## src/rtl/mem_lsu_pkg.sv

```systemverilog
// Shared definitions for the MEM-stage load/store unit: access size codes
// and the FSM state encoding used by mem_lsu.
package mem_lsu_pkg;

    localparam logic [1:0] SZ_BYTE = 2'b00;
    localparam logic [1:0] SZ_HALF = 2'b01;
    localparam logic [1:0] SZ_WORD = 2'b10;
    localparam logic [1:0] SZ_RSVD = 2'b11;

    typedef enum logic [2:0] {
        ST_IDLE = 3'd0,
        ST_RD   = 3'd1,
        ST_WAIT = 3'd2,
        ST_WR   = 3'd3,
        ST_DONE = 3'd4
    } lsu_state_e;

endpackage

```

## src/rtl/mem_lsu_if.sv

```systemverilog
// Request/response bus between the EX/MEM pipeline register (master) and
// the load/store unit (slave). The stall line to the hazard unit rides along.
interface mem_lsu_if;

    logic        req_valid;
    logic        req_ready;
    logic        req_wr;
    logic [1:0]  req_size;
    logic        req_signed;
    logic [31:0] req_addr;
    logic [31:0] req_wdata;
    logic        resp_valid;
    logic        resp_err;
    logic [31:0] resp_rdata;
    logic        stall;

    modport master (
        output req_valid, req_wr, req_size, req_signed, req_addr, req_wdata,
        input  req_ready, resp_valid, resp_err, resp_rdata, stall
    );

    modport slave (
        input  req_valid, req_wr, req_size, req_signed, req_addr, req_wdata,
        output req_ready, resp_valid, resp_err, resp_rdata, stall
    );

endinterface

```

## src/rtl/mem_lsu_align.sv

```systemverilog
// Combinational lane logic for the load/store unit (big-endian byte order):
// load lane extract with sign/zero extension, store lane merge into a word
// read from dm, and the alignment / reserved-size check.
module mem_lsu_align
    import mem_lsu_pkg::*;
(
    input  logic [1:0]  size,
    input  logic        sgn,
    input  logic [1:0]  lane,
    input  logic [31:0] rword,
    input  logic [31:0] wdata,
    output logic [31:0] load_data,
    output logic [31:0] merge_data,
    output logic        misaligned
);

    logic [7:0]  byte_s;
    logic [15:0] half_s;

    // Pick the addressed byte and half out of the read word (byte 0 is the MSB lane).
    always_comb begin
        byte_s = 8'h00;
        half_s = 16'h0000;
        case (lane)
            2'd0:    byte_s = rword[31:24];
            2'd1:    byte_s = rword[23:16];
            2'd2:    byte_s = rword[15:8];
            2'd3:    byte_s = rword[7:0];
            default: byte_s = 8'h00;
        endcase
        if (lane[1]) begin
            half_s = rword[15:0];
        end else begin
            half_s = rword[31:16];
        end
    end

    // Extend the selected lane into the 32-bit load result.
    always_comb begin
        load_data = 32'h0000_0000;
        case (size)
            SZ_BYTE: load_data = {{24{sgn & byte_s[7]}}, byte_s};
            SZ_HALF: load_data = {{16{sgn & half_s[15]}}, half_s};
            SZ_WORD: load_data = rword;
            default: load_data = 32'h0000_0000;
        endcase
    end

    // Replace only the addressed lane of the read word with the store data.
    always_comb begin
        merge_data = rword;
        case (size)
            SZ_BYTE: begin
                case (lane)
                    2'd0:    merge_data[31:24] = wdata[7:0];
                    2'd1:    merge_data[23:16] = wdata[7:0];
                    2'd2:    merge_data[15:8]  = wdata[7:0];
                    2'd3:    merge_data[7:0]   = wdata[7:0];
                    default: merge_data = rword;
                endcase
            end
            SZ_HALF: begin
                if (lane[1]) begin
                    merge_data[15:0] = wdata[15:0];
                end else begin
                    merge_data[31:16] = wdata[15:0];
                end
            end
            SZ_WORD: merge_data = wdata;
            default: merge_data = rword;
        endcase
    end

    // Halves need an even address, words a multiple of four; size 11 is never legal.
    always_comb begin
        misaligned = 1'b0;
        case (size)
            SZ_BYTE: misaligned = 1'b0;
            SZ_HALF: misaligned = lane[0];
            SZ_WORD: misaligned = |lane;
            SZ_RSVD: misaligned = 1'b1;
            default: misaligned = 1'b1;
        endcase
    end

endmodule

```

## src/rtl/mem_lsu.sv

```systemverilog
// MEM-stage load/store unit. Converts byte-addressed lb/lbu/lh/lhu/lw/sb/sh/sw
// requests into word-wide dm read/write cycles; sub-word stores are done as
// read-modify-write. The pipeline is stalled while an access is in flight.
// Optional feature macro: LSU_BOUNDS_CHECK_EN -- when defined, any address
// with nonzero bits above the dm range is rejected with resp_err; otherwise
// those bits are ignored and the address wraps.
module mem_lsu
    import mem_lsu_pkg::*;
#(
    parameter int ADDR_W = 7
) (
    input  logic              clk,
    input  logic              rst_n,
    mem_lsu_if.slave          bus,
    output logic [ADDR_W-1:0] dm_addr,
    output logic              dm_rd,
    output logic              dm_wr,
    output logic [31:0]       dm_wdata,
    input  logic [31:0]       dm_rdata
);

    lsu_state_e        state_r;
    lsu_state_e        state_n;
    logic [ADDR_W-1:0] addr_r;
    logic [1:0]        lane_r;
    logic [1:0]        size_r;
    logic              sgn_r;
    logic              wr_r;
    logic              err_r;
    logic [31:0]       data_r;
    logic [31:0]       rdata_r;

    logic              accept_s;
    logic              bad_s;
    logic              oob_s;
    logic              misaligned_s;
    logic [1:0]        chk_size_s;
    logic [1:0]        chk_lane_s;
    logic [31:0]       load_s;
    logic [31:0]       merge_s;

`ifdef LSU_BOUNDS_CHECK_EN
    assign oob_s = |bus.req_addr[31:ADDR_W+2];
`else
    logic unused_hi_addr_s;
    assign unused_hi_addr_s = ^bus.req_addr[31:ADDR_W+2];
    assign oob_s = 1'b0;
`endif

    // In IDLE the alignment check looks at the incoming request; later the lane
    // logic works on the latched request.
    assign chk_size_s = (state_r == ST_IDLE) ? bus.req_size      : size_r;
    assign chk_lane_s = (state_r == ST_IDLE) ? bus.req_addr[1:0] : lane_r;

    mem_lsu_align u_align (
        .size       (chk_size_s),
        .sgn        (sgn_r),
        .lane       (chk_lane_s),
        .rword      (dm_rdata),
        .wdata      (data_r),
        .load_data  (load_s),
        .merge_data (merge_s),
        .misaligned (misaligned_s)
    );

    assign bad_s = misaligned_s | oob_s;

    // Next-state decode: choose the access path at accept, then walk the fixed sequence.
    always_comb begin
        state_n  = state_r;
        accept_s = 1'b0;
        case (state_r)
            ST_IDLE: begin
                if (bus.req_valid) begin
                    accept_s = 1'b1;
                    if (bad_s) begin
                        state_n = ST_DONE;
                    end else if (bus.req_wr && (bus.req_size == SZ_WORD)) begin
                        state_n = ST_WR;
                    end else begin
                        state_n = ST_RD;
                    end
                end else begin
                    state_n = ST_IDLE;
                end
            end
            ST_RD:   state_n = ST_WAIT;
            ST_WAIT: begin
                if (wr_r) begin
                    state_n = ST_WR;
                end else begin
                    state_n = ST_DONE;
                end
            end
            ST_WR:   state_n = ST_DONE;
            ST_DONE: state_n = ST_IDLE;
            default: state_n = ST_IDLE;
        endcase
    end

    // State register; reset aborts any access in flight.
    always_ff @(posedge clk or negedge rst_n) begin
        if (!rst_n) begin
            state_r <= ST_IDLE;
        end else begin
            state_r <= state_n;
        end
    end

    // Request latch at accept, and capture of dm read data in WAIT.
    always_ff @(posedge clk or negedge rst_n) begin
        if (!rst_n) begin
            addr_r  <= '0;
            lane_r  <= 2'b00;
            size_r  <= 2'b00;
            sgn_r   <= 1'b0;
            wr_r    <= 1'b0;
            err_r   <= 1'b0;
            data_r  <= 32'h0000_0000;
            rdata_r <= 32'h0000_0000;
        end else begin
            if (accept_s) begin
                addr_r <= bus.req_addr[ADDR_W+1:2];
                lane_r <= bus.req_addr[1:0];
                size_r <= bus.req_size;
                sgn_r  <= bus.req_signed;
                wr_r   <= bus.req_wr;
                err_r  <= bad_s;
                data_r <= bus.req_wdata;
            end
            if (state_r == ST_WAIT) begin
                if (wr_r) begin
                    data_r <= merge_s;
                end else begin
                    rdata_r <= load_s;
                end
            end
        end
    end

    assign bus.req_ready  = (state_r == ST_IDLE);
    assign bus.stall      = (state_r != ST_IDLE);
    assign bus.resp_valid = (state_r == ST_DONE);
    assign bus.resp_err   = (state_r == ST_DONE) & err_r;
    assign bus.resp_rdata = rdata_r;

    assign dm_rd    = (state_r == ST_RD);
    assign dm_wr    = (state_r == ST_WR);
    assign dm_addr  = addr_r;
    assign dm_wdata = data_r;

endmodule
```

## src/flat_wrapper.sv

```systemverilog
// flat-port wrapper written by rule: the top's interface ports become plain ports
module mem_lsu_flat import mem_lsu_pkg::*;
#(
    parameter int ADDR_W = 7
)
  (clk, rst_n, dm_addr, dm_rd, dm_wr, dm_wdata, dm_rdata, bus_req_valid, bus_req_wr, bus_req_size, bus_req_signed, bus_req_addr, bus_req_wdata, bus_req_ready, bus_resp_valid, bus_resp_err, bus_resp_rdata, bus_stall);
  mem_lsu_if bus_i ();
  input  logic clk;
  input  logic rst_n;
  output logic [ADDR_W-1:0] dm_addr;
  output logic dm_rd;
  output logic dm_wr;
  output logic [31:0] dm_wdata;
  input  logic [31:0] dm_rdata;
  input wire logic [$bits(bus_i.req_valid)-1:0] bus_req_valid;
  input wire logic [$bits(bus_i.req_wr)-1:0] bus_req_wr;
  input wire logic [$bits(bus_i.req_size)-1:0] bus_req_size;
  input wire logic [$bits(bus_i.req_signed)-1:0] bus_req_signed;
  input wire logic [$bits(bus_i.req_addr)-1:0] bus_req_addr;
  input wire logic [$bits(bus_i.req_wdata)-1:0] bus_req_wdata;
  output wire logic [$bits(bus_i.req_ready)-1:0] bus_req_ready;
  output wire logic [$bits(bus_i.resp_valid)-1:0] bus_resp_valid;
  output wire logic [$bits(bus_i.resp_err)-1:0] bus_resp_err;
  output wire logic [$bits(bus_i.resp_rdata)-1:0] bus_resp_rdata;
  output wire logic [$bits(bus_i.stall)-1:0] bus_stall;
  assign bus_i.req_valid = bus_req_valid;
  assign bus_i.req_wr = bus_req_wr;
  assign bus_i.req_size = bus_req_size;
  assign bus_i.req_signed = bus_req_signed;
  assign bus_i.req_addr = bus_req_addr;
  assign bus_i.req_wdata = bus_req_wdata;
  assign bus_req_ready = bus_i.req_ready;
  assign bus_resp_valid = bus_i.resp_valid;
  assign bus_resp_err = bus_i.resp_err;
  assign bus_resp_rdata = bus_i.resp_rdata;
  assign bus_stall = bus_i.stall;
  mem_lsu #(.ADDR_W(ADDR_W)) u_core (.clk(clk), .rst_n(rst_n), .bus(bus_i), .dm_addr(dm_addr), .dm_rd(dm_rd), .dm_wr(dm_wr), .dm_wdata(dm_wdata), .dm_rdata(dm_rdata));
endmodule
```

## config.mk

```make
export PLATFORM = sky130hd
export DESIGN_NAME = mem_lsu_flat
export DESIGN_NICKNAME = d
export VERILOG_FILES = /design/src/rtl/mem_lsu_pkg.sv /design/src/rtl/mem_lsu_if.sv /design/src/rtl/mem_lsu_align.sv /design/src/rtl/mem_lsu.sv /design/src/flat_wrapper.sv
export SDC_FILE = /design/constraint.sdc
export NUM_CORES = 1
export LEC_CHECK = 0
export BUFFER_PORTS_ARGS = -buffer_cell sky130_fd_sc_hd__buf_2
export CAP_MARGIN = 20
export CORE_ASPECT_RATIO = 1.5
export CORE_UTILIZATION = 46
export DETAILED_ROUTE_END_ITERATION = 8
export GPL_ROUTABILITY_DRIVEN = 0
export PLACE_DENSITY = 0.75
export SYNTH_ARGS = -nofsm -noshare
export SYNTH_HDL_FRONTEND = slang
export SYNTH_SLANG_ARGS = --single-unit
export TNS_END_PERCENT = 30
```

## constraint.sdc

```tcl
create_clock -name clk -period 3.02 [get_ports clk]
set_clock_uncertainty 0.1 [all_clocks]
set_input_delay 0 -clock clk [delete_from_list [all_inputs] [get_ports clk]]
set_output_delay 0 -clock clk [all_outputs]
set_load 0.02 [all_outputs]
```

==> flow_summary.yaml, run 1 <==
status:
  status: "finished, final reports clean"
timing:
  hold_violations: 0
  tightest_slew_ns: 0.723
  rsz0062_at_grt: "yes"
  slew_viol_final: 0
  setup_viol: 0
  fin_ws_ns: 0.0543
  fin_crit_sh: 0.982
  slew_headroom: 0.518
  fin_crit_ns: 2.97
  fmax_mhz: 337
detailed_routing:
  vias: 5673
  via_per_inst: 6.20
  antenna_left: 0
  drt_iter0_markers: 506
  totalWireLength_um: 18700
  wl_per_cell_um: 20.5
  route.detailed.drc: 0
  first_pass_iters: 9
logic_synthesis:
  synth_edf_count: 0
  synth-warning-count: 0
  synthArstFlopShare: 1.00
  yosys.area_share.adder: 0
  synth_flop_cell: "dfrtp_1"
  netlist_instances: 540
  synth-compound-area-share: 0.240
  synthXorXnorAreaFrac: 0
  syn_nets: 643
  syn_area_sq_um: 4890
  synth_top_family_by_area: "compound AO/OA/AOI/OAI gates"
  yosys.area_share.simple: 0.183
  synth_mux_area_frac: 0.111
  yosysUniqueCellTypes: 54
  syn_area_per_cell_sq_um: 9.05
  synth-seq-cells: 81
  ys_seq_area_frac: 0.415
place:
  placement.io_buffers: 156
  place_ws_ns: 0.302
  place_area_sq_um: 5730
  hpwlAfterDp_um: 11800
  dp_cells: 808
power:
  powerDensity_nw_per_um2: 1050
  ir_worst_vdd_v: 0.000815
  switchingPower_w: 0.00347
  p_leak_nw: 3.26
  p_clk_frac: 0.161
  comb_power_share: 0.543
  seqPwrFrac: 0.296
  p_sw_frac: 0.476
  intPower_w: 0.00382
layout:
  post-route-util: 0.679
  finalNetCount: 872
  drive_gt1_frac: 0.284
  num-fill-cells: 795
  num_antenna_cells: 0
  postLayoutCellArea_sq_um: 6960
  multi_input_area_sq_um: 2610
  syn_to_final_growth_pct: 42.3
  seqCellArea_sq_um: 2030
  layoutNonFillerInstCount: 915
die:
  die_y_um: 128
  die_area_sq_um: 11100
  rows: 45
  io_pins: 180
  initial_core_util: 0.477
  core_sq_um: 10200
  die_x_um: 86.2
grt:
  grt-ovfl-total: 0
  grt_pass1_wl_um: 28500
  grt_pass1_vias: 5717
  antenna_found_initial: 0
  grt_usage: 0.341
  grt_max_degree: 82
clock_network:
  cts.path.max_buffers: 2
  cts_buffers: 9
  clkTransAtPathRegs_ns: 0.07
  cts_tree: "done"
  clock_latency_ns: 0.35
  cts_sinks: 81
  h-tree-depth: 3
  cts-root-buf: "clkbuf_16"
setup_path:
  crit_path_start_kind: "flip-flop"
  cp_data_arrival_time_ns: 3.11
  worst_setup_path_end_kind: "flip-flop"
  crit_fanout: 17
  cp_data_required_time_ns: 3.16
  worstSetupPathType: "flip-flop to flip-flop"
hold_path:
  hold_class: "input port to flip-flop"
run:
  drv_cap: 0
power by group through the flow:
stage	clock network [W]	registers (W)	logic [W]
global placement	0	0.00211	0.00357
finish	0.00118	0.00216	0.00396
floorplan	0	0.00250	0.00218
CTS	0.00118	0.00212	0.00381
detailed placement	0	0.00214	0.00365
global route	0.00123	0.00221	0.00423
routing by layer:
metal  GRT usage  share of wire  routed length, um
met3      0.0592          0.088               1640
met1       0.375           0.35               6520
met5           0              0                  0
met2       0.558           0.48               8990
met4       0.301          0.085               1590
state kept, by name (all words and copies together), names as in the netlist:
signal,flops
u_core.wr_r,1
u_core.dm_addr,7
u_core.err_r,1
u_core.lane_r,2
u_core.dm_wdata,32
u_core.sgn_r,1
u_core.state_r,3
u_core.bus.resp_rdata,32
u_core.size_r,2
logic make-up after synthesis:
family	Yosys count
AND/OR/NAND/NOR	196
AO/OA/AOI/OAI	163
flip-flops	81
buffers and inverters	51
multiplexers	49
cell usage after synthesis, types with 4 or more instances:
| master | n | area share |
|---|---|---|
| clkbuf_1 | 25 | 0.019 |
| nor2_1 | 10 | 0.0077 |
| buf_6 | 5 | 0.012 |
| nor2b_1 | 4 | 0.0051 |
| buf_2 | 8 | 0.0082 |
| nand2b_1 | 4 | 0.0051 |
| o211ai_1 | 16 | 0.025 |
| inv_1 | 9 | 0.0069 |
| mux2i_1 | 29 | 0.059 |
| o21a_1 | 7 | 0.011 |
| a21oi_1 | 39 | 0.040 |
| a221oi_1 | 7 | 0.013 |
| nor3b_1 | 7 | 0.011 |
| o21ai_0 | 22 | 0.023 |
| a221o_1 | 15 | 0.031 |
| a2bb2oi_1 | 8 | 0.014 |
| o2111ai_1 | 8 | 0.014 |
| o21bai_1 | 5 | 0.0077 |
| o22ai_1 | 10 | 0.013 |
| mux2_2 | 17 | 0.039 |
| and2_1 | 5 | 0.0064 |
| a222oi_1 | 7 | 0.014 |
| o221ai_1 | 8 | 0.014 |
| nand3_1 | 16 | 0.016 |
| nand2_1 | 132 | 0.10 |
| dfrtp_1 | 81 | 0.41 |
cell usage in the layout, fill, tap and decap left out, types with 10 or more instances in the layout:
cell           count
a21oi_1           39
a221o_1           15
buf_2            155
buf_4             17
dfrtp_1           81
dlygate4sd3_1     86
mux2_2            17
mux2i_1           29
nand2_1          132
nand3_1           16
o211ai_1          16
o21ai_0           22
o22ai_1           10
through the flow:
stage	power, W	TNS [ns]	hold WS, ns
2_1_floorplan	0.00468	0	-0.396
3_3_place_gp	0.00568	0	0.0894
3_5_place_dp	0.00579	0	0.0964
4_1_cts	0.00712	0	0.131
5_1_grt	0.00767	-0.00949	0.178
6_report	0.00729	0	0.139
final cells by class:
class | count | share of cell area
Timing Repair Buffer | 259 | 0.258
Inverter | 10 | 0.00540
Sequential cell | 81 | 0.291
Tap cell | 141 | 0.0254
Clock buffer | 9 | 0.0324
Clock inverter | 7 | 0.0121
Multi-Input combinational cell | 408 | 0.376
path summary, 6_finish.rpt:
kind / startpoint / cells past startpoint / slack (ns) / endpoint
min in group asynchronous: rst_n / 3 / 0.49 / u_core.dm_wdata[22]
worst min register to register: u_core.dm_addr[6] / 2 / 0.38 / u_core.dm_addr[6]
worst max-delay path: u_core.state_r[2] / 6 / 0.05 / u_core.bus.resp_rdata[12]
worst min-delay path: bus_req_valid / 4 / 0.14 / u_core.sgn_r
max in group asynchronous: rst_n / 4 / 1.73 / u_core.bus.resp_rdata[15]
worst max register to register: u_core.state_r[2] / 6 / 0.05 / u_core.bus.resp_rdata[12]
critical path, stage by stage (launching register included):
cell,delay (ns)
dfrtp_1,0.48
or3_4,0.55
mux2_4,0.45
nor2b_4,0.20
a222oi_1,0.38
dlygate4sd3_1,0.62
nand2_1,0.06
timing repair:
action / 4_1_cts / 5_1_grt
endpoints found under the setup margin: 0 / 6
buffers inserted: 0 / 3
hold buffers: 85 / 1
endpoints found under the hold margin: 158 / 16
gates resized for setup: 0 / 1
Note: power is estimated with default switching activity, not from simulation.
==> run 2: changes to the inputs <==
- BUFFER_PORTS_ARGS: -buffer_cell sky130_fd_sc_hd__buf_2 -> -buffer_cell sky130_fd_sc_hd__clkbuf_2
- CORE_UTILIZATION: 46 -> 50
- PLACE_DENSITY: 0.75 -> 0.81
- SKIP_CTS_REPAIR_TIMING: unset -> 1
==> flow_summary.yaml, run 2 (synthesized netlist as in run 1, its figures left out) <==
status:
  status: "finished with violations"
  violations: "negative hold slack"
clock_network:
  clock_latency_ns: 0.35
  clkTransAtPathRegs_ns: 0.06
  cts_sinks: 81
  h-tree-depth: 3
  cts_tree: "done"
  cts.path.max_buffers: 2
  cts-root-buf: "clkbuf_16"
  cts_buffers: 9
layout:
  num_antenna_cells: 0
  layout_commonest_cell: "clkbuf_2"
  drive_gt1_frac: 0.282
  seqCellArea_sq_um: 2030
  post-route-util: 0.731
  multi_input_area_sq_um: 2610
  finalNetCount: 864
  layout_common_cells: "clkbuf_2 (155), nand2_1 (132), dlygate4sd3_1 (81), dfrtp_1 (81), a21oi_1 (39)"
  num-fill-cells: 688
  syn_to_final_growth_pct: 39.9
grt:
  grt_pass1_wl_um: 24100
  grt-ovfl-total: 0
  grt_pass1_vias: 4744
  antenna_found_initial: 0
  grt_max_degree: 82
  grt_usage: 0.325
detailed_routing:
  antenna_left: 0
  drt_iter0_markers: 744
  totalWireLength_um: 18300
  route.detailed.drc: 0
  wl_per_cell_um: 20.8
  vias: 5643
  first_pass_iters: 7
  via_per_inst: 6.43
power:
  powerDensity_nw_per_um2: 1050
  p_leak_nw: 3.23
  ir_worst_vdd_v: 0.000685
  report.power.total_w: 0.00720
place:
  hpwlAfterDp_um: 11700
  placement.io_buffers: 156
setup_path:
  path_delay_family: "buffers and inverters"
  slowest_delay_ns: 0.61
  cp_data_required_time_ns: 3.16
  crit_path_start_kind: "flip-flop"
  crit_chain: "or3_4 -> inv_2 -> a311o_2 -> nor2b_4 -> a222oi_1 -> dlygate4sd3_1 -> nand2_1"
  cp_data_arrival_time_ns: 3.08
  r2r_cells: 7
  cp_slowest_cell: "dlygate4sd3_1"
  crit_fanout: 15
  worstSetupPathType: "flip-flop to flip-flop"
  worst_setup_path_end_kind: "flip-flop"
  cp.depth: 7
  crit_buf_inv: 2
timing:
  setup_viol: 0
  tightest_slew_ns: 1.13
  slew_viol_final: 0
  fin_crit_sh: 0.975
  fin_hold_ws_ns: -0.0197
  setup-tns-final_ns: 0
  fmax_mhz: 340
  fin_crit_ns: 2.94
  slew_headroom: 0.244
  hold_violations: 19
hold_path:
  hold_class: "input port to asynchronous set/reset pin"
die:
  io_pins: 180
  die_y_um: 123
  initial_core_util: 0.522
  die_area_sq_um: 10200
  rows: 43
  core_sq_um: 9360
  die_x_um: 82.7
run:
  drv_cap: 0
-- run 2: cell count changes in the layout (fill, tap and decap cells not counted) --
cell and delta:
buf_2 -155, clkbuf_2 +155, dlygate4sd3_1 -5, buf_4 -3
clkinv_4 +3, clkinvlp_4 +2, inv_6 -2, inv_8 -2
clkinv_2 -1, nor2_1 +1, nor2_2 -1
-- run 2: worst paths after layout --
check                             startpoint  slack [ns]                         to
setup reg to reg           u_core.state_r[0]        0.08   u_core.bus.resp_rdata[8]
min in group clk                dm_rdata[15]       -0.01  u_core.bus.resp_rdata[15]
max in group asynchronous              rst_n        2.23         u_core.dm_wdata[3]
hold reg to reg            u_core.dm_addr[2]        0.39          u_core.dm_addr[2]
setup / recovery           u_core.state_r[0]        0.08   u_core.bus.resp_rdata[8]
hold / removal                         rst_n       -0.02          u_core.dm_addr[6]
-- run 2: area by class of cell --
class / count / area share
multi-input cells: 408 / 0.382
flip-flops and latches: 81 / 0.296
repair buffers: 251 / 0.251
clock buffers: 9 / 0.0329
well taps: 112 / 0.0205
clock inverters: 7 / 0.0117
inverters: 10 / 0.00549
-- run 2: metrics by stage --
step                      cells  setup slack [ns]  instance area (sq um)  hold slack, ns
after floorplan             540             0.578                   4890          -0.396
after detailed placement    780             0.422                   5700          0.0948
after CTS                   796             0.407                   6000          -0.265
after global routing        878           -0.0187                   6840         0.00586
after global placement      780             0.489                   5700          0.0907
final                       878            0.0754                   6840         -0.0197
-- run 2: report_power, final --
part           leakage, nW  total [W]  switching [W]  internal, W
clock                0.142    0.00113       0.000483     0.000647
sequential           0.999    0.00217       0.000570      0.00160
combinational         2.09    0.00390        0.00239      0.00151
total                 3.23    0.00720        0.00344      0.00376
-- run 2: metal layers --
layer,track usage,wire [um],vias up
li1,-,-,2431
met1,0.373,6210,2653
met2,0.520,9000,433
met3,0.0554,1540,126
met4,0.260,1500,0
met5,0,0,-
